==> config.mk <==
export PLATFORM = sky130hd
export DESIGN_NAME = sqrt_nr_sequencer_flat
export DESIGN_NICKNAME = d
export VERILOG_FILES = /design/src/rtl/sqrt_nr_sequencer_if.sv /design/src/rtl/sqrt_nr_sequencer.sv /design/src/flat_wrapper.sv
export SDC_FILE = /design/constraint.sdc
export NUM_CORES = 1
export LEC_CHECK = 0
export ABC_CLOCK_PERIOD_IN_PS = 6500
export BUFFER_PORTS_ARGS = -buffer_cell sky130_fd_sc_hd__clkbuf_2
export CORE_ASPECT_RATIO = 2
export CORE_MARGIN = 10
export CORE_UTILIZATION = 30
export CTS_BUF_LIST = sky130_fd_sc_hd__clkbuf_2
export DETAILED_ROUTE_END_ITERATION = 6
export PLACE_DENSITY = 0.6
export SETUP_SLACK_MARGIN = 0.02
export SLEW_MARGIN = 25
export SYNTH_ARGS = -nofsm -noshare
export SYNTH_HDL_FRONTEND = slang
export SYNTH_SLANG_ARGS = --single-unit
==> constraint.sdc <==
create_clock -name i_clk -period 6.5 [get_ports i_clk]
set_clock_uncertainty 0.1 [all_clocks]
set_input_delay 0.325 -clock i_clk [delete_from_list [all_inputs] [get_ports i_clk]]
set_output_delay 0.325 -clock i_clk [all_outputs]
set_load 0.005 [all_outputs]
==> src/rtl/sqrt_nr_sequencer_if.sv <==
// ----------------------------------------------------------------------------
// sqrt_nr_sequencer_if
// Bundles the issue-side handshake (start/a in, busy/done/result/flags out)
// and the two shared-unit handshakes (divide, add) of sqrt_nr_sequencer.
//   slave  : sequencer view (issue/unit results in, requests/results out)
//   master : environment view (issue logic plus the divide/add units)
// Optional macro SQRT_RSQRT_EN adds op_rsqrt (captured with a).
// ----------------------------------------------------------------------------
interface sqrt_nr_sequencer_if;
    logic        start;
    logic [31:0] a;
`ifdef SQRT_RSQRT_EN
    logic        op_rsqrt;
`endif
    logic        busy;
    logic        done;
    logic [31:0] result;
    logic        overflow;
    logic        underflow;
    logic        exception;
    logic        div_start;
    logic [31:0] div_n1;
    logic [31:0] div_n2;
    logic        div_done;
    logic [31:0] div_result;
    logic        add_start;
    logic [31:0] add_n1;
    logic [31:0] add_n2;
    logic        add_done;
    logic [31:0] add_result;

    modport slave (
`ifdef SQRT_RSQRT_EN
        input  op_rsqrt,
`endif
        input  start, a, div_done, div_result, add_done, add_result,
        output busy, done, result, overflow, underflow, exception,
        output div_start, div_n1, div_n2, add_start, add_n1, add_n2
    );

    modport master (
`ifdef SQRT_RSQRT_EN
        output op_rsqrt,
`endif
        output start, a, div_done, div_result, add_done, add_result,
        input  busy, done, result, overflow, underflow, exception,
        input  div_start, div_n1, div_n2, add_start, add_n1, add_n2
    );
endinterface

==> src/rtl/sqrt_nr_sequencer.sv <==
// ----------------------------------------------------------------------------
// sqrt_nr_sequencer
// Single-precision square root by Newton-Raphson x' = (m/x + x)/2 on one
// shared external divider and one shared external adder.
// Ports:
//   i_clk   : clock, rising edge
//   i_rst   : synchronous active-high reset
//   io_bus  : sqrt_nr_sequencer_if.slave (issue handshake, divide and add
//             unit handshakes, result and flags)
// Optional macro SQRT_RSQRT_EN: adds op_rsqrt; the scaled root is divided
// into 1.0 to give the reciprocal square root.
// ----------------------------------------------------------------------------
module sqrt_nr_sequencer #(
    parameter int unsigned ITERS     = 3,
    parameter logic [31:0] SEED_EVEN = 32'h3F99999A,
    parameter logic [31:0] SEED_ODD  = 32'h3FD9999A,
    parameter int unsigned TIMEOUT   = 64
) (
    input logic                i_clk,
    input logic                i_rst,
    sqrt_nr_sequencer_if.slave io_bus
);
    localparam logic [31:0] QNAN    = 32'h7FC00000;
    localparam logic [31:0] PINF    = 32'h7F800000;
    localparam int unsigned TW      = $clog2(TIMEOUT + 1);

    typedef enum logic [3:0] {
        StIdle, StClassify, StDivReq, StDivWait, StAddReq, StAddWait, StScale, StDone
`ifdef SQRT_RSQRT_EN
        , StRsqReq, StRsqWait
`endif
    } state_e;

    state_e          r_state;
    state_e          w_state_nxt;
    logic [31:0]     r_a;
`ifdef SQRT_RSQRT_EN
    logic            r_rsqrt;
`endif
    logic [8:0]      r_e;
    logic [31:0]     r_m;
    logic [31:0]     r_x;
    logic [31:0]     r_t;
    logic [2:0]      r_iter;
    logic [TW-1:0]   r_tmo;
    logic [31:0]     r_result;
    logic            r_underflow;
    logic            r_exception;

    logic            w_sign;
    logic [7:0]      w_exp;
    logic [22:0]     w_man;
    logic [8:0]      w_e;
    logic            w_special;
    logic [31:0]     w_spec_result;
    logic            w_spec_unf;
    logic            w_spec_exc;
    logic [2:0]      w_iter_inc;
    logic            w_tmo_hit;
    logic [31:0]     w_half;
    logic [31:0]     w_root;
    logic            w_busy;
    logic            w_done;
    logic            w_div_start;
    logic            w_add_start;

    assign w_sign     = r_a[31];
    assign w_exp      = r_a[30:23];
    assign w_man      = r_a[22:0];
    assign w_e        = {1'b0, w_exp} - 9'd127;
    assign w_iter_inc = r_iter + 3'd1;
    assign w_tmo_hit  = (r_tmo == TW'(TIMEOUT - 1));
    // Halve the sum by decrementing its exponent.
    assign w_half     = {io_bus.add_result[31], io_bus.add_result[30:23] - 8'd1,
                         io_bus.add_result[22:0]};
    // r_e[8:1] is the low byte of (e >>> 1), i.e. floor(e/2) mod 256.
    assign w_root     = {1'b0, r_x[30:23] + r_e[8:1], r_x[22:0]};

    // Special-operand classification, valid while in StClassify.
    always_comb begin
        w_special     = 1'b1;
        w_spec_result = QNAN;
        w_spec_unf    = 1'b0;
        w_spec_exc    = 1'b0;
        if (r_a[30:0] == 31'd0) begin
            w_spec_result = r_a;
`ifdef SQRT_RSQRT_EN
            if (r_rsqrt && !w_sign) begin
                w_spec_result = PINF;
                w_spec_exc    = 1'b1;
            end
`endif
        end else if ((w_exp == 8'hFF && w_man != 23'd0) || w_sign) begin
            w_spec_result = QNAN;
            w_spec_exc    = 1'b1;
        end else if (w_exp == 8'hFF) begin
            w_spec_result = PINF;
`ifdef SQRT_RSQRT_EN
            if (r_rsqrt) begin
                w_spec_result = 32'd0;
            end
`endif
        end else if (w_exp == 8'd0) begin
            w_spec_result = 32'd0;
            w_spec_unf    = 1'b1;
        end else begin
            w_special = 1'b0;
        end
    end

    // Next-state and handshake outputs.
    always_comb begin
        w_state_nxt = r_state;
        w_busy      = (r_state != StIdle);
        w_done      = 1'b0;
        w_div_start = 1'b0;
        w_add_start = 1'b0;
        case (r_state)
            StIdle:     if (io_bus.start) w_state_nxt = StClassify;
            StClassify: w_state_nxt = w_special ? StDone : StDivReq;
            StDivReq: begin
                w_div_start = 1'b1;
                w_state_nxt = StDivWait;
            end
            StDivWait: begin
                if (io_bus.div_done)  w_state_nxt = StAddReq;
                else if (w_tmo_hit)   w_state_nxt = StDone;
            end
            StAddReq: begin
                w_add_start = 1'b1;
                w_state_nxt = StAddWait;
            end
            StAddWait: begin
                if (io_bus.add_done) begin
                    w_state_nxt = (w_iter_inc == 3'(ITERS)) ? StScale : StDivReq;
                end else if (w_tmo_hit) begin
                    w_state_nxt = StDone;
                end
            end
`ifdef SQRT_RSQRT_EN
            StScale:    w_state_nxt = r_rsqrt ? StRsqReq : StDone;
            StRsqReq: begin
                w_div_start = 1'b1;
                w_state_nxt = StRsqWait;
            end
            StRsqWait: begin
                if (io_bus.div_done || w_tmo_hit) w_state_nxt = StDone;
            end
`else
            StScale:    w_state_nxt = StDone;
`endif
            StDone: begin
                w_done      = 1'b1;
                w_state_nxt = StIdle;
            end
            default:    w_state_nxt = StIdle;
        endcase
    end

    always_ff @(posedge i_clk) begin
        if (i_rst) begin
            r_state     <= StIdle;
            r_a         <= 32'd0;
`ifdef SQRT_RSQRT_EN
            r_rsqrt     <= 1'b0;
`endif
            r_e         <= 9'd0;
            r_m         <= 32'd0;
            r_x         <= 32'd0;
            r_t         <= 32'd0;
            r_iter      <= 3'd0;
            r_tmo       <= '0;
            r_result    <= 32'd0;
            r_underflow <= 1'b0;
            r_exception <= 1'b0;
        end else begin
            r_state <= w_state_nxt;
            case (r_state)
                StIdle: begin
                    if (io_bus.start) begin
                        r_a         <= io_bus.a;
`ifdef SQRT_RSQRT_EN
                        r_rsqrt     <= io_bus.op_rsqrt;
`endif
                        r_underflow <= 1'b0;
                        r_exception <= 1'b0;
                    end
                end
                StClassify: begin
                    if (w_special) begin
                        r_result    <= w_spec_result;
                        r_underflow <= w_spec_unf;
                        r_exception <= w_spec_exc;
                    end else begin
                        // Reduce to [1,2) for even e, [2,4) for odd e.
                        r_e    <= w_e;
                        r_m    <= {1'b0, w_e[0] ? 8'd128 : 8'd127, w_man};
                        r_x    <= w_e[0] ? SEED_ODD : SEED_EVEN;
                        r_iter <= 3'd0;
                    end
                end
                StDivReq, StAddReq: r_tmo <= '0;
                StDivWait: begin
                    if (io_bus.div_done) begin
                        r_t <= io_bus.div_result;
                    end else if (w_tmo_hit) begin
                        r_result    <= QNAN;
                        r_exception <= 1'b1;
                    end else begin
                        r_tmo <= r_tmo + TW'(1);
                    end
                end
                StAddWait: begin
                    if (io_bus.add_done) begin
                        r_x    <= w_half;
                        r_iter <= w_iter_inc;
                    end else if (w_tmo_hit) begin
                        r_result    <= QNAN;
                        r_exception <= 1'b1;
                    end else begin
                        r_tmo <= r_tmo + TW'(1);
                    end
                end
                StScale: begin
`ifdef SQRT_RSQRT_EN
                    if (r_rsqrt) begin
                        // Divider operands for 1.0 / root reuse the m/x buses.
                        r_m <= 32'h3F800000;
                        r_x <= w_root;
                    end else begin
                        r_result <= w_root;
                    end
`else
                    r_result <= w_root;
`endif
                end
`ifdef SQRT_RSQRT_EN
                StRsqReq: r_tmo <= '0;
                StRsqWait: begin
                    if (io_bus.div_done) begin
                        r_result <= io_bus.div_result;
                    end else if (w_tmo_hit) begin
                        r_result    <= QNAN;
                        r_exception <= 1'b1;
                    end else begin
                        r_tmo <= r_tmo + TW'(1);
                    end
                end
`endif
                default: ;
            endcase
        end
    end

    assign io_bus.busy      = w_busy;
    assign io_bus.done      = w_done;
    assign io_bus.result    = r_result;
    assign io_bus.overflow  = 1'b0;
    assign io_bus.underflow = r_underflow;
    assign io_bus.exception = r_exception;
    assign io_bus.div_start = w_div_start;
    assign io_bus.div_n1    = r_m;
    assign io_bus.div_n2    = r_x;
    assign io_bus.add_start = w_add_start;
    assign io_bus.add_n1    = r_t;
    assign io_bus.add_n2    = r_x;
endmodule

==> src/flat_wrapper.sv <==
// flat-port wrapper written by rule: the top's interface ports become plain ports
module sqrt_nr_sequencer_flat 
#(
    parameter int unsigned ITERS     = 3,
    parameter logic [31:0] SEED_EVEN = 32'h3F99999A,
    parameter logic [31:0] SEED_ODD  = 32'h3FD9999A,
    parameter int unsigned TIMEOUT   = 64
)
  (i_clk, i_rst, io_bus_start, io_bus_a, io_bus_div_done, io_bus_div_result, io_bus_add_done, io_bus_add_result, io_bus_busy, io_bus_done, io_bus_result, io_bus_overflow, io_bus_underflow, io_bus_exception, io_bus_div_start, io_bus_div_n1, io_bus_div_n2, io_bus_add_start, io_bus_add_n1, io_bus_add_n2);
  sqrt_nr_sequencer_if io_bus_i ();
  input logic i_clk;
  input logic i_rst;
  input wire logic [$bits(io_bus_i.start)-1:0] io_bus_start;
  input wire logic [$bits(io_bus_i.a)-1:0] io_bus_a;
  input wire logic [$bits(io_bus_i.div_done)-1:0] io_bus_div_done;
  input wire logic [$bits(io_bus_i.div_result)-1:0] io_bus_div_result;
  input wire logic [$bits(io_bus_i.add_done)-1:0] io_bus_add_done;
  input wire logic [$bits(io_bus_i.add_result)-1:0] io_bus_add_result;
  output wire logic [$bits(io_bus_i.busy)-1:0] io_bus_busy;
  output wire logic [$bits(io_bus_i.done)-1:0] io_bus_done;
  output wire logic [$bits(io_bus_i.result)-1:0] io_bus_result;
  output wire logic [$bits(io_bus_i.overflow)-1:0] io_bus_overflow;
  output wire logic [$bits(io_bus_i.underflow)-1:0] io_bus_underflow;
  output wire logic [$bits(io_bus_i.exception)-1:0] io_bus_exception;
  output wire logic [$bits(io_bus_i.div_start)-1:0] io_bus_div_start;
  output wire logic [$bits(io_bus_i.div_n1)-1:0] io_bus_div_n1;
  output wire logic [$bits(io_bus_i.div_n2)-1:0] io_bus_div_n2;
  output wire logic [$bits(io_bus_i.add_start)-1:0] io_bus_add_start;
  output wire logic [$bits(io_bus_i.add_n1)-1:0] io_bus_add_n1;
  output wire logic [$bits(io_bus_i.add_n2)-1:0] io_bus_add_n2;
  assign io_bus_i.start = io_bus_start;
  assign io_bus_i.a = io_bus_a;
  assign io_bus_i.div_done = io_bus_div_done;
  assign io_bus_i.div_result = io_bus_div_result;
  assign io_bus_i.add_done = io_bus_add_done;
  assign io_bus_i.add_result = io_bus_add_result;
  assign io_bus_busy = io_bus_i.busy;
  assign io_bus_done = io_bus_i.done;
  assign io_bus_result = io_bus_i.result;
  assign io_bus_overflow = io_bus_i.overflow;
  assign io_bus_underflow = io_bus_i.underflow;
  assign io_bus_exception = io_bus_i.exception;
  assign io_bus_div_start = io_bus_i.div_start;
  assign io_bus_div_n1 = io_bus_i.div_n1;
  assign io_bus_div_n2 = io_bus_i.div_n2;
  assign io_bus_add_start = io_bus_i.add_start;
  assign io_bus_add_n1 = io_bus_i.add_n1;
  assign io_bus_add_n2 = io_bus_i.add_n2;
  sqrt_nr_sequencer #(.ITERS(ITERS), .SEED_EVEN(SEED_EVEN), .SEED_ODD(SEED_ODD), .TIMEOUT(TIMEOUT)) u_core (.i_clk(i_clk), .i_rst(i_rst), .io_bus(io_bus_i));
endmodule
* After elaboration in Yosys (flattened, before gate mapping)
Index checks and enable logic that the tools add are counted.
Storage, ports and cells: bits in registers 184, output and inout port bits 167, logic and storage cells 102
Operators by class: add/subtract/negate cells 5, equal/unequal tests 16, mux-type cells 48, bitwise operators 1, reductions and logical operators 21
Operators with widths (number):
- 2-to-1 mux 32 bit | 9
- case mux 32 bit (4 select lines) | 1
- case mux 32 bit (2 select lines) | 1
- zero test 31 bit | 1
- 2-to-1 mux 31 bit | 1
- case mux 4 bit (7 select lines) | 1
- 2-to-1 mux 23 bit | 1
- nonzero test 23 bit | 1
- 2-to-1 mux 7 bit | 3
- case mux 7 bit (3 select lines) | 1
- 2-to-1 mux 1 bit | 18
- == test 4 x 3 -> 1 bit, second input constant | 4
- 2-to-1 mux 4 bit | 4
- 2-to-1 mux 3 bit | 4
- nonzero test 4 bit | 3
- != test 2 bit, second input constant | 5
- AND reduction 3 bit | 3
- subtractor 8 x 7 -> 9 bit, second input constant | 1
- adder 8 bit | 1
- == test 4 x 2 -> 1 bit, second input constant | 2
- == test 8 bit, second input constant | 1
- zero test 8 bit | 1
- 2-to-1 mux 8 bit | 1
- subtractor 8 x 1 -> 8 bit, second input constant | 1
- 19 further kinds | 22

* Logic depth before layout (Yosys ltp)
Gate-level depths: netlist (run 1).
depth after elaboration 7, mapped depth 10, mapped depth without buffers 8

* Worst setup path after synthesis (run 1)
Ideal clock, no wire load.
kind register to register, start point register u_core.r_a[23], end point register u_core.r_iter[1], library setup time 0.128 ns, arrival time 2.167 ns, slack 4.105 ns, cell stages (with the launch flop) 11, buffers on the path 3, path through dfxtp_1 -> inv_1 -> ha_1 -> and3_1 -> or4_1 -> buf_2 -> or2_1 -> buf_2 -> clkbuf_1 -> a31oi_1 -> nor2_1
Between the ends: word-level cells in the longest chain between the ends 7, elaborated cells between the ends (all ways) 11
RTL lines:
- from (decl) | RTL line sqrt_nr_sequencer.sv:36 | logic [31:0] r_a;
- from (signal assigned) | RTL line sqrt_nr_sequencer.sv:181 | r_a <= io_bus.a;
- zero test 8 bit / == test 8 bit (equally long branches) | RTL line sqrt_nr_sequencer.sv:103, sqrt_nr_sequencer.sv:93, sqrt_nr_sequencer.sv:96
- 2-to-1 mux 1 bit / logical AND 1 bit (equally long branches) | RTL line sqrt_nr_sequencer.sv:103, sqrt_nr_sequencer.sv:93
- 2-to-1 mux 1 bit / logical OR 1 bit (equally long branches) | RTL line sqrt_nr_sequencer.sv:96, sqrt_nr_sequencer.sv:93
- 2-to-1 mux 1 bit | RTL line sqrt_nr_sequencer.sv:93 | end else if ((w_exp == 8'hFF && w_man != 23'd0) || w_sign) begin
- 2-to-1 mux 1 bit (*) | RTL line sqrt_nr_sequencer.sv:85 | if (r_a[30:0] == 31'd0) begin
- != test 2 bit (no line) (*)
- AND reduction 3 bit (no line) (*)
- to (signal assigned) | RTL line sqrt_nr_sequencer.sv:216 | r_iter <= w_iter_inc;
- to (decl) | RTL line sqrt_nr_sequencer.sv:44 | logic [2:0] r_iter;
Every way passes the cells marked *; elsewhere a longest branch is shown, timed or not. A chain may end at the register's enable or synchronous reset.

* Final worst setup path (run 1)
start point register u_core.r_state[0], end point register u_core.r_x[4], in the netlist u_core.io_bus.add_n2[4]
Between the ends: word-level cells in the longest chain between the ends 3, elaborated cells between the ends (all ways) 7
RTL lines:
- from (decl) | RTL line sqrt_nr_sequencer.sv:34 | state_e r_state;
- from (signal assigned) | RTL line sqrt_nr_sequencer.sv:162 | r_state <= StIdle;
- from (signal assigned) | RTL line sqrt_nr_sequencer.sv:177 | r_state <= w_state_nxt;
- == test 4 x 1 -> 1 bit / == test 4 x 3 -> 1 bit (equally long branches) | RTL line sqrt_nr_sequencer.sv:178 | case (r_state)
- != test 2 bit (no line) / nonzero test 2 bit (equally long branches)
- AND reduction 3 bit (no line)
- to (signal assigned) | RTL line sqrt_nr_sequencer.sv:198 | r_x <= w_e[0] ? SEED_ODD : SEED_EVEN;
- to (signal assigned) | RTL line sqrt_nr_sequencer.sv:215 | r_x <= w_half;
- to (decl) | RTL line sqrt_nr_sequencer.sv:42 | logic [31:0] r_x;
Several ways; a longest one is shown, not always the timed one.

==> flow_summary.yaml, run 1 <==
routing:
  drt_first_pass_iters: 5
  wl_per_cell_um: 16.2
  initialDrtViolationCount: 370
  viasPerCell: 4.76
  antenna_left: 0
  vias: 7938
  drc_errors: 0
  wl_mm: 27.1
sta:
  drv_slew: 0
  relSlewSlack: 0.420
  hold_viol: 0
  rsz0062_at_grt: "no"
  tightest_slew_ns: 0.870
  fin_crit_ns: 3.58
  fin_crit_sh: 0.551
  tns_ns: 0
  setup_viol: 0
  max_freq_mhz: 279
  layout_setup_ws_ns: 2.92
yosys:
  synth_area_um2: 7570
  synth_top_area_share: 0.468
  ys_types: 54
  avgSynthCellArea_um2: 8.02
  ys.flop_type: "dfxtp_1"
  async_reset_ff_frac: 0
  netlist_top_cells_area: "dfxtp_1 (47%), nand2_1 (11%), a21oi_1 (7.6%)"
  synth_seq_area_share: 0.468
  yosysWarnings: 0
  syn_inst: 944
  synth_edf_count: 0
  yosysTopAreaCell: "dfxtp_1"
  ys_ff_latch: 177
hold_path:
  hp-class: "in2reg"
  worstHoldStart: "io_bus_div_result[17]"
  hold_path_depth: 4
  hold-path-endpoint: "u_core.io_bus.add_n1[17]"
outcome:
  outcome: "finished, final reports clean"
die:
  start_util: 0.304
  die_x_um: 132
  num_rows: 82
  io_pins: 268
  core_um2: 24900
  dieHeight_um: 245
  die_area_um2: 32400
placed_design:
  dp_slack_ns: 3.45
  gp_congestion: 0.828
  hpwl_mm: 18.7
  io_buffer_count: 265
worst_setup_path:
  crit_arrival_ns: 4.26
  crit_type: "reg2reg"
  cp.required_ns: 7.18
  crit_path_max_fanout: 37
  rrSetupSlack_ns: 2.92
  cp-end-kind: "flop"
  r2r_start: "u_core.r_state[0]"
  startpoint_type: "flop"
  worstRegToRegCells: 8
  rr_endpoint: "u_core.io_bus.add_n2[4]"
  crit_start: "u_core.r_state[0]"
global_routing:
  track_usage: 0.165
  antenna_found_initial: 4
  grt_first_pass_wirelength_mm: 43.2
  grt_pass1_vias: 8155
  grtUsageMet2: 0.308
  grt_overflow: 0
  grt.met1_usage: 0.162
  busiest_layer: "met2"
  grt.met3_usage: 0.0522
  grt_max_degree: 69
cells_and_area:
  nNetsFinal: 1430
  area_delta_synth_final_pct: 44.1
  drive_gt1_frac: 0.242
clock_tree:
  clk_latency_ns: 0.84
  cts_tree: "yes"
  cts_buffers: 17
  clock_sinks: 177
  cts_max_path_buffers: 2
  cts_root_buf: "clkbuf_2"
  cts_max_level: 4
  clk_pin_slew_ns: 0.23
  cts-resized-gates: 0
power_and_ir_drop:
  ir_drop_v: 0.000139
  leakage_nw: 4.52
  p_per_area_nw_per_um2: 173
run:
  maxCapViolCount: 0
how the worst max path moves through the flow:
stage,to,depth (start not counted)
4_1_cts,u_core.io_bus.add_n2[4],8
3_3_place_gp,u_core.io_bus.add_n2[26],7
6_report,u_core.io_bus.add_n2[4],8
3_5_place_dp,u_core.io_bus.result[30],5
2_1_floorplan,u_core.r_iter[1],10
5_1_grt,u_core.io_bus.add_n2[11],8
logic make-up (layout without fill, tap and decap cells):
kind of cell    after synthesis  in the layout  share of synthesized area
buf+inv                     117            499                     0.0812
xor+xnor                     23             23                     0.0266
flops                       177            177                      0.468
compound gates              193            193                      0.160
simple gates                417            417                      0.237
mux                           2              2                    0.00281
fa+ha+maj                    14             14                     0.0241
other cells                   1              7                   0.000496
stage by stage:
stage	total power [mW]	util	std cells	hold slack (ns)	area [um2]
finish	1.88	0.437	1668	0.133	10900
global route	1.98	0.437	1668	0.00804	10900
CTS	1.92	0.437	1664	0.0189	10900
detailed placement	1.29	0.354	1447	0.326	8830
floorplan	1.22	-	946	0.304	7570
global placement	1.29	0.354	1447	0.313	8820
layer usage:
layer  share of wire  vias to the layer above
li1                -                     3915
met1            0.36                     3728
met2            0.55                      249
met3           0.059                       46
met4           0.032                        0
met5               0                        -
layout make-up:
type	instances	area, um2
repair buffers	459	3250
flip-flops and latches	177	3540
multi-input cells	652	3440
inverters	8	30.0
diodes	4	10.0
clock buffers	18	90.1
clock inverters	14	119
fillers	2532	14000
well taps	336	420
state kept, by name, summed over array words and instances, names as in the netlist:
register / cells
u_core.io_bus.add_n1: 32
u_core.io_bus.add_n2: 32
u_core.io_bus.result: 32
u_core.r_a: 32
u_core.io_bus.div_n1: 24
u_core.r_e: 9
u_core.r_tmo: 7
u_core.r_state: 4
u_core.r_iter: 3
u_core.io_bus.exception: 1
u_core.io_bus.underflow: 1
layout by cell type (no fill, tap or decap), drive strengths merged, types with 3 or more instances in the layout:
master,count
a22oi,24
a31oi,3
nand2b,3
a211oi,10
dlygate4sd3,185
a221oi,5
a21oi,115
clkinv,7
and3,4
diode,4
clkinvlp,6
and2,3
nor3b,6
nand3,23
or4,3
clkbuf,282
or3,3
ha,13
conb,3
o21ai,8
xnor2,13
nand4,7
dfxtp,177
or2,3
nand2,221
nor4,9
buf,10
a311oi,11
xor2,10
nor2,89
inv,8
nor3,35
what timing repair did:
item | CTS | global route
hold buffers | 185 | 0
endpoints found under the hold margin | 135 | 0
buffers inserted | 0 | 0
critical path: stages (launching register included):
cell	delay, ns
dfxtp_1	0.76
nor2b_1	0.26
nand2_1	0.09
or4_1	0.59
nor2_4	0.37
buf_4	0.48
nor3_1	0.11
nor3_1	0.19
dlygate4sd3_1	0.57
synthesized netlist by cell type (2+ instances only):
cell,n
a22oi_1,24
nand3_1,23
nand2b_1,3
o31ai_1,2
dfxtp_1,177
buf_2,11
xnor2_1,13
xor2_1,10
nor4_1,9
ha_1,13
or3_1,3
nor4b_1,2
inv_1,8
nor3_1,35
o21ba_2,2
o21ai_0,8
a2111oi_0,2
and3_1,4
nor3b_1,6
or4_1,3
nand2_1,221
a221oi_2,5
a31oi_1,3
buf_4,41
nand3b_1,2
a21oi_1,115
and2_1,3
a21o_1,2
a211oi_1,10
nand4_1,7
a311oi_1,11
clkbuf_1,56
or2_2,2
nor2_1,88
power by group:
group          switching [mW]  internal, mW
Sequential             0.0173          1.10
Combinational           0.104         0.120
Clock                   0.402         0.136
Note: power is estimated with default switching activity, not from simulation.
==> run 2, diff against run 1 <==
--- a/config.mk
+++ b/config.mk
@@ -5,14 +5,15 @@
 export SDC_FILE = /design/constraint.sdc
 export NUM_CORES = 1
 export LEC_CHECK = 0
-export ABC_CLOCK_PERIOD_IN_PS = 6500
+export ABC_AREA = 1
+export ABC_CLOCK_PERIOD_IN_PS = 2900
 export BUFFER_PORTS_ARGS = -buffer_cell sky130_fd_sc_hd__clkbuf_2
 export CORE_ASPECT_RATIO = 2
 export CORE_MARGIN = 10
 export CORE_UTILIZATION = 30
 export CTS_BUF_LIST = sky130_fd_sc_hd__clkbuf_2
 export DETAILED_ROUTE_END_ITERATION = 6
-export PLACE_DENSITY = 0.6
+export PLACE_DENSITY = 0.61
 export SETUP_SLACK_MARGIN = 0.02
 export SLEW_MARGIN = 25
 export SYNTH_ARGS = -nofsm -noshare
==> constraint.sdc (replaced) <==
create_clock -name i_clk -period 2.9 [get_ports i_clk]
set_clock_uncertainty 0.1 [all_clocks]
set_input_delay 0.145 -clock i_clk [delete_from_list [all_inputs] [get_ports i_clk]]
set_output_delay 0.145 -clock i_clk [all_outputs]
set_load 0.005 [all_outputs]
==> flow_summary.yaml, run 2 <==
outcome:
  outcome: "aborted with a tool error"
  stop_stage: "4_1_cts"
  stop_error: "[ERROR RSZ-0060] Max buffer count reached."
yosys:
  ys_types: 41
  yosysTopAreaCell: "dfxtp_1"
  yosys.cell_count.top_type: "nand2_1"
  syn_inst: 1124
  async_reset_ff_frac: 0
  synth_top_area_share: 0.436
  synth_seq_area_share: 0.436
  synth_edf_count: 0
  yosysWarnings: 0
  ys.flop_type: "dfxtp_1"
  synth_area_um2: 8120
  netlist_top_cells_area: "dfxtp_1 (44%), nand2_1 (13%), a21oi_1 (9.8%)"
  ys_ff_latch: 177
  avgSynthCellArea_um2: 7.23
  synth_commonest_cells: "nand2_1 (276), dfxtp_1 (177), a21oi_1 (159), nor2_1 (98), nand3_1 (93)"
clock_tree:
  cts-resized-gates: 0
  post_cts_hold_buffer_count: 337
  post_cts_buffers: 0
  clock_sinks: 177
  cts_max_level: 4
  cts_root_buf: "clkbuf_2"
  cts_buffers: 17
  cts_max_path_buffers: 2
die:
  io_pins: 268
  die_x_um: 136
  dieHeight_um: 253
  num_rows: 85
  start_util: 0.303
placed_design:
  dp.cells: 1650
  hpwl_mm: 20.5
  gp_congestion: 0.845
  io_buffer_count: 265
run 2: cell types whose count changed after synthesis, sizes merged, moves of 15 or more:
cell / delta
nor3: -30
o21ai: +36
nand3: +73
a21oi: +45
a22oi: -24
buf: +15
nand2: +63
clkbuf: -21
inv: +80
run 2: cells by family after synthesis:
family / Yosys count / synth area share
AO/OA/AOI/OAI: 215 / 0.136
XOR/XNOR: 14 / 0.0151
adder cells (fa/ha/maj): 14 / 0.0225
buffers and inverters: 192 / 0.118
flip-flops: 177 / 0.436
other: 1 / 0.000462
AND/OR/NAND/NOR: 511 / 0.271
run 2: per-stage QoR:
step,cell area [um2],setup WS [ns],hold slack (ns)
after detailed placement,9390,0.384,0.290
after global placement,9390,0.423,0.284
after floorplan,8130,1.07,0.193
==> run 3, diff against run 2 <==
--- a/config.mk
+++ b/config.mk
@@ -6,15 +6,12 @@
 export NUM_CORES = 1
 export LEC_CHECK = 0
 export ABC_AREA = 1
-export ABC_CLOCK_PERIOD_IN_PS = 2900
+export ABC_CLOCK_PERIOD_IN_PS = 3750
 export BUFFER_PORTS_ARGS = -buffer_cell sky130_fd_sc_hd__clkbuf_2
-export CORE_ASPECT_RATIO = 2
 export CORE_MARGIN = 10
-export CORE_UTILIZATION = 30
-export CTS_BUF_LIST = sky130_fd_sc_hd__clkbuf_2
+export CORE_UTILIZATION = 20
 export DETAILED_ROUTE_END_ITERATION = 6
-export PLACE_DENSITY = 0.61
-export SETUP_SLACK_MARGIN = 0.02
+export PLACE_DENSITY_LB_ADDON = 0.15
 export SLEW_MARGIN = 25
 export SYNTH_ARGS = -nofsm -noshare
 export SYNTH_HDL_FRONTEND = slang
==> constraint.sdc (replaced) <==
create_clock -name i_clk -period 3.75 [get_ports i_clk]
set_clock_uncertainty 0.1 [all_clocks]
set_input_delay 0.1875 -clock i_clk [delete_from_list [all_inputs] [get_ports i_clk]]
set_output_delay 0.1875 -clock i_clk [all_outputs]
set_load 0.005 [all_outputs]
==> flow_summary.yaml, run 3 <==
outcome:
  outcome: "finished, final reports clean"
worst_setup_path:
  worstRegToRegCells: 9
  rr_endpoint: "u_core.io_bus.add_n2[26]"
  crit_chain: "ha_1 > nand3_1 > nor3_1 > nor2_1 > nand4_4 > nand2_1 > inv_1 > nor2_1 > nor2_1"
  cp-end-kind: "flop"
  crit_path_max_fanout: 25
  cpPeakStageDelay_ns: 0.68
  cp_num_buf_inv: 1
  rrSetupSlack_ns: 1.02
  crit_cells: 9
  cp_top_family: "simple AND/OR/NAND/NOR gates"
  crit_top_cell: "nor2_1"
  cp.required_ns: 3.99
  r2r_start: "u_core.r_a[23]"
  crit_type: "reg2reg"
  crit_arrival_ns: 2.97
  startpoint_type: "flop"
  slowest_stage: "nand2_1"
  crit_start: "u_core.r_a[23]"
placed_design:
  hpwl_mm: 21.8
  placed_cell_area_um2: 9570
  io_buffer_count: 265
  gp_congestion: 0.751
yosys:
  synth_commonest_cells: "nand2_1 (276), dfxtp_1 (177), a21oi_1 (159), nor2_1 (98), nand3_1 (93)"
  netlist_top_cells_area: "dfxtp_1 (44%), nand2_1 (13%), a21oi_1 (9.8%)"
  yosysTopAreaCell: "dfxtp_1"
  yosys.cell_count.top_type: "nand2_1"
  ys.flop_type: "dfxtp_1"
  async_reset_ff_frac: 0
  synth_top_area_share: 0.436
  synth_edf_count: 0
  synth_seq_area_share: 0.436
  ys_ff_latch: 177
  synth_area_um2: 8120
  ys_types: 41
  avgSynthCellArea_um2: 7.23
  syn_inst: 1124
  yosysWarnings: 0
routing:
  wl_mm: 30.4
  antenna_left: 0
  wl_per_cell_um: 15.6
  viasPerCell: 4.13
  drc_errors: 0
  initialDrtViolationCount: 393
  vias: 8024
  drt_first_pass_iters: 4
die:
  die_area_um2: 49100
  io_pins: 268
  dieHeight_um: 222
  start_util: 0.204
  die_x_um: 222
  num_rows: 73
  core_um2: 39900
sta:
  relSlewSlack: 0.353
  tightest_slew_ns: 0.970
  rsz0062_at_grt: "no"
  hold_viol: 0
  fin_crit_sh: 0.728
  fin_crit_ns: 2.73
  tns_ns: 0
  max_freq_mhz: 366
  setup_viol: 0
  drv_slew: 0
cells_and_area:
  layout_commonest_cell: "nand2_1"
  nNetsFinal: 1522
  final_cell_mix: "nand2_1 (276), clkbuf_2 (264), dfxtp_1 (177)"
  area_delta_synth_final_pct: 36.4
  final_cell_area_um2: 11100
  antenna_cells: 0
  finish.utilization: 0.278
  drive_gt1_frac: 0.236
power_and_ir_drop:
  ir_drop_v: 0.000316
  p_per_area_nw_per_um2: 392
  leakage_nw: 5.02
clock_tree:
  cts_tree: "yes"
  cts_max_level: 4
  cts_root_buf: "clkbuf_16"
  cts_buffers: 17
  cts_max_path_buffers: 2
  clk_latency_ns: 0.45
  clk_pin_slew_ns: 0.07
  clock_sinks: 177
hold_path:
  hold_path_depth: 5
  hold-path-endpoint: "u_core.io_bus.add_n2[29]"
  worstHoldStart: "io_bus_add_result[29]"
  hp-class: "in2reg"
run:
  maxCapViolCount: 0
global_routing:
  grt_max_degree: 81
  antenna_found_initial: 0
  grt_overflow: 0
  track_usage: 0.122
  grt_pass1_vias: 8150
  grt_first_pass_wirelength_mm: 48.2
-- run 3: worst max-delay path by stage --
stage	slack, ns	endpoint
finish	1.02	u_core.io_bus.add_n2[26]
global route	0.71	u_core.io_bus.add_n2[12]
CTS	0.96	u_core.io_bus.add_n2[26]
detailed placement	0.98	u_core.io_bus.add_n2[26]
global placement	0.99	u_core.io_bus.add_n2[29]
floorplan	1.92	u_core.io_bus.add_n2[15]
-- run 3: cells by family after synthesis --
logic type | share of synthesized area
AO/OA/AOI/OAI | 0.136
XOR/XNOR | 0.0151
adder cells (fa/ha/maj) | 0.0225
buffers and inverters | 0.118
flip-flops | 0.436
other | 0.000462
AND/OR/NAND/NOR | 0.271
-- run 3: layout make-up --
type	count	area [um2]
fillers	4447	28800
multi-input cells	757	3630
flip-flops and latches	177	3540
repair buffers	365	2300
well taps	525	657
clock buffers	18	439
inverters	89	334
clock inverters	12	180
-- run 3: what timing repair did --
| item | 4_1_cts | 5_1_grt |
|---|---|---|
| hold buffers | 89 | 0 |
| endpoints found under the hold margin | 89 | 0 |
| buffers inserted | 0 | 0 |
| resized for setup | 0 | 0 |
-- run 3: worst reg2reg max path, stage by stage, from the launching register on --
cell     delay [ns]
dfxtp_1        0.38
ha_1           0.25
nand3_1        0.14
nor3_1         0.08
nor2_1         0.24
nand4_4        0.42
nand2_1        0.69
inv_1          0.16
nor2_1         0.12
nor2_1         0.05
-- run 3: per-layer routing --
layer  wire (um)  vias up  GRT usage
li1            -     4155          -
met1       14700     3653      0.160
met2       13500      201      0.190
met3        1790       15     0.0372
met4         323        0     0.0350
met5           0        -          0
-- run 3: where the power goes --
part | switching (mW) | total [mW] | internal, mW
clock | 0.829 | 1.96 | 1.13
sequential | 0.0379 | 1.95 | 1.92
combinational | 0.239 | 0.428 | 0.188
-- run 3: per-stage QoR --
step | total power, mW | hold WS (ns) | instances | setup slack [ns]
detailed placement | 2.36 | 0.332 | 1824 | 0.979
CTS | 4.43 | 0.00545 | 1943 | 0.958
finish | 4.34 | 0.0393 | 1943 | 1.02
global placement | 2.36 | 0.330 | 1824 | 0.988
floorplan | 2.21 | 0.236 | 1126 | 1.92
global route | 4.55 | 0.0488 | 1943 | 0.713
==> run 4, diff against run 3 <==
--- a/config.mk
+++ b/config.mk
@@ -6,7 +6,7 @@
 export NUM_CORES = 1
 export LEC_CHECK = 0
 export ABC_AREA = 1
-export ABC_CLOCK_PERIOD_IN_PS = 3750
+export ABC_CLOCK_PERIOD_IN_PS = 2650
 export BUFFER_PORTS_ARGS = -buffer_cell sky130_fd_sc_hd__clkbuf_2
 export CORE_MARGIN = 10
 export CORE_UTILIZATION = 20
==> constraint.sdc (replaced) <==
create_clock -name i_clk -period 2.65 [get_ports i_clk]
set_clock_uncertainty 0.1 [all_clocks]
set_input_delay 0.1325 -clock i_clk [delete_from_list [all_inputs] [get_ports i_clk]]
set_output_delay 0.1325 -clock i_clk [all_outputs]
set_load 0.005 [all_outputs]
==> flow_summary.yaml, run 4 (synthesis results as in run 3) <==
worst_setup_path:
  crit_top_cell: "nor2_1"
  startpoint_type: "flop"
  cpPeakStageDelay_ns: 0.54
  slowest_stage: "nand2_1"
  crit_arrival_ns: 2.55
  cp.required_ns: 2.89
  crit_chain: "ha_1 > nand3_1 > nor3_1 > nor2_1 > nand4_4 > nand2_1 > inv_1 > nor2_1 > nor2_1"
  crit_path_max_fanout: 18
  crit_type: "reg2reg"
  cp-end-kind: "flop"
die:
  core_um2: 39900
  start_util: 0.204
  io_pins: 268
  num_rows: 73
  die_area_um2: 49100
  dieHeight_um: 222
  die_x_um: 222
outcome:
  outcome: "finished, final reports clean"
clock_tree:
  cts_buffers: 17
  cts_max_path_buffers: 2
  cts_root_buf: "clkbuf_16"
  clk_latency_ns: 0.44
  clk_pin_slew_ns: 0.07
  cts_tree: "yes"
  post_cts_buffers: 0
  clock_sinks: 177
  cts_max_level: 4
power_and_ir_drop:
  fin_total_pwr_mw: 6.27
  leakage_nw: 5.09
  p_per_area_nw_per_um2: 559
  ir_drop_v: 0.000435
sta:
  relSlewSlack: 0.548
  fin_crit_ns: 2.31
  tightest_slew_ns: 0.678
  rsz0062_at_grt: "no"
  max_freq_mhz: 432
  fin_crit_sh: 0.873
  setup_viol: 0
  tns_ns: 0
  drv_slew: 0
  hold_viol: 0
placed_design:
  placed_cell_area_um2: 9650
  io_buffer_count: 265
  gp_congestion: 0.747
  hpwl_mm: 21.6
  dp.cells: 1831
global_routing:
  grt_pass1_vias: 8259
  grt_overflow: 0
  track_usage: 0.119
  grt_max_degree: 142
  grt_first_pass_wirelength_mm: 47.5
  antenna_found_initial: 1
run:
  maxCapViolCount: 0
routing:
  drt_first_pass_iters: 5
  wl_per_cell_um: 15.3
  antenna_left: 0
  viasPerCell: 4.16
  initialDrtViolationCount: 534
  vias: 8119
  drc_errors: 0
  wl_mm: 29.9
cells_and_area:
  fin_cells: 1954
  drive_gt1_frac: 0.241
  nNetsFinal: 1531
  final_cell_area_um2: 11200
  nFillCells: 4363
  area_delta_synth_final_pct: 38.2
  layout_commonest_cell: "nand2_1"
  antenna_cells: 0
  final_cell_mix: "nand2_1 (276), clkbuf_2 (264), dfxtp_1 (177)"
hold_path:
  hp-class: "in2reg"
-- run 4: changes by cell type in the layout (fill, tap and decap cells not counted), sizes merged --
cell,before,now
buf,12,19
clkinv,4,3
inv,91,93
dlygate4sd3,89,91
bufinv,4,5
-- run 4: routing by layer --
metal | vias to the layer above | global-route usage | wire length, um
li1 | 4180 | - | -
met1 | 3700 | 0.155 | 14500
met2 | 227 | 0.187 | 13300
met3 | 10 | 0.0423 | 1920
met4 | 2 | 0.0234 | 155
met5 | - | 0 | 13
-- run 4: final cells by class --
cell class	count	area (um2)	area share
tap	525	657	0.0585
clock buffer	18	439	0.0391
sequential	177	3540	0.316
timing repair buffer	374	2400	0.214
multi-input combinational	757	3630	0.323
clock inverter	14	223	0.0198
inverter	89	334	0.0298
-- run 4: worst max-delay path, delay by kind of cell (launching register included) --
kind          cells  cell delay (ns)
simple gates      7             1.42
flops             1             0.34
fa+ha+maj         1             0.21
buf+inv           1             0.15
-- run 4: stage by stage --
| step | setup WS [ns] | hold WS (ns) | util |
|---|---|---|---|
| floorplan | 0.820 | 0.181 | - |
| global placement | 0.348 | 0.272 | 0.242 |
| detailed placement | 0.320 | 0.277 | 0.242 |
| CTS | 0.304 | 0.00552 | 0.281 |
| global route | 0.0531 | 0.0107 | 0.281 |
| finish | 0.336 | 0.0258 | 0.281 |
-- run 4: worst paths after layout --
| kind | from | to | slack, ns | cells after the start |
|---|---|---|---|---|
| max | u_core.r_a[24] | u_core.io_bus.add_n2[30] | 0.34 | 9 |
| min | io_bus_add_done | u_core.r_state[1] | 0.03 | 3 |
| max reg2reg | u_core.r_a[24] | u_core.io_bus.add_n2[30] | 0.34 | 9 |
| min reg2reg | u_core.io_bus.add_n1[13] | u_core.io_bus.add_n1[13] | 0.36 | 2 |
-- run 4: timing repair --
| action | in CTS | in global routing |
|---|---|---|
| gates resized for setup | 0 | 0 |
| endpoints found under the hold margin | 91 | 0 |
| hold buffers | 91 | 0 |
-- run 4: report_power, final --
part,leakage (nW),internal [mW],switching (mW)
clock,0.318,1.72,1.18
sequential,1.43,2.71,0.0496
combinational,3.34,0.273,0.341
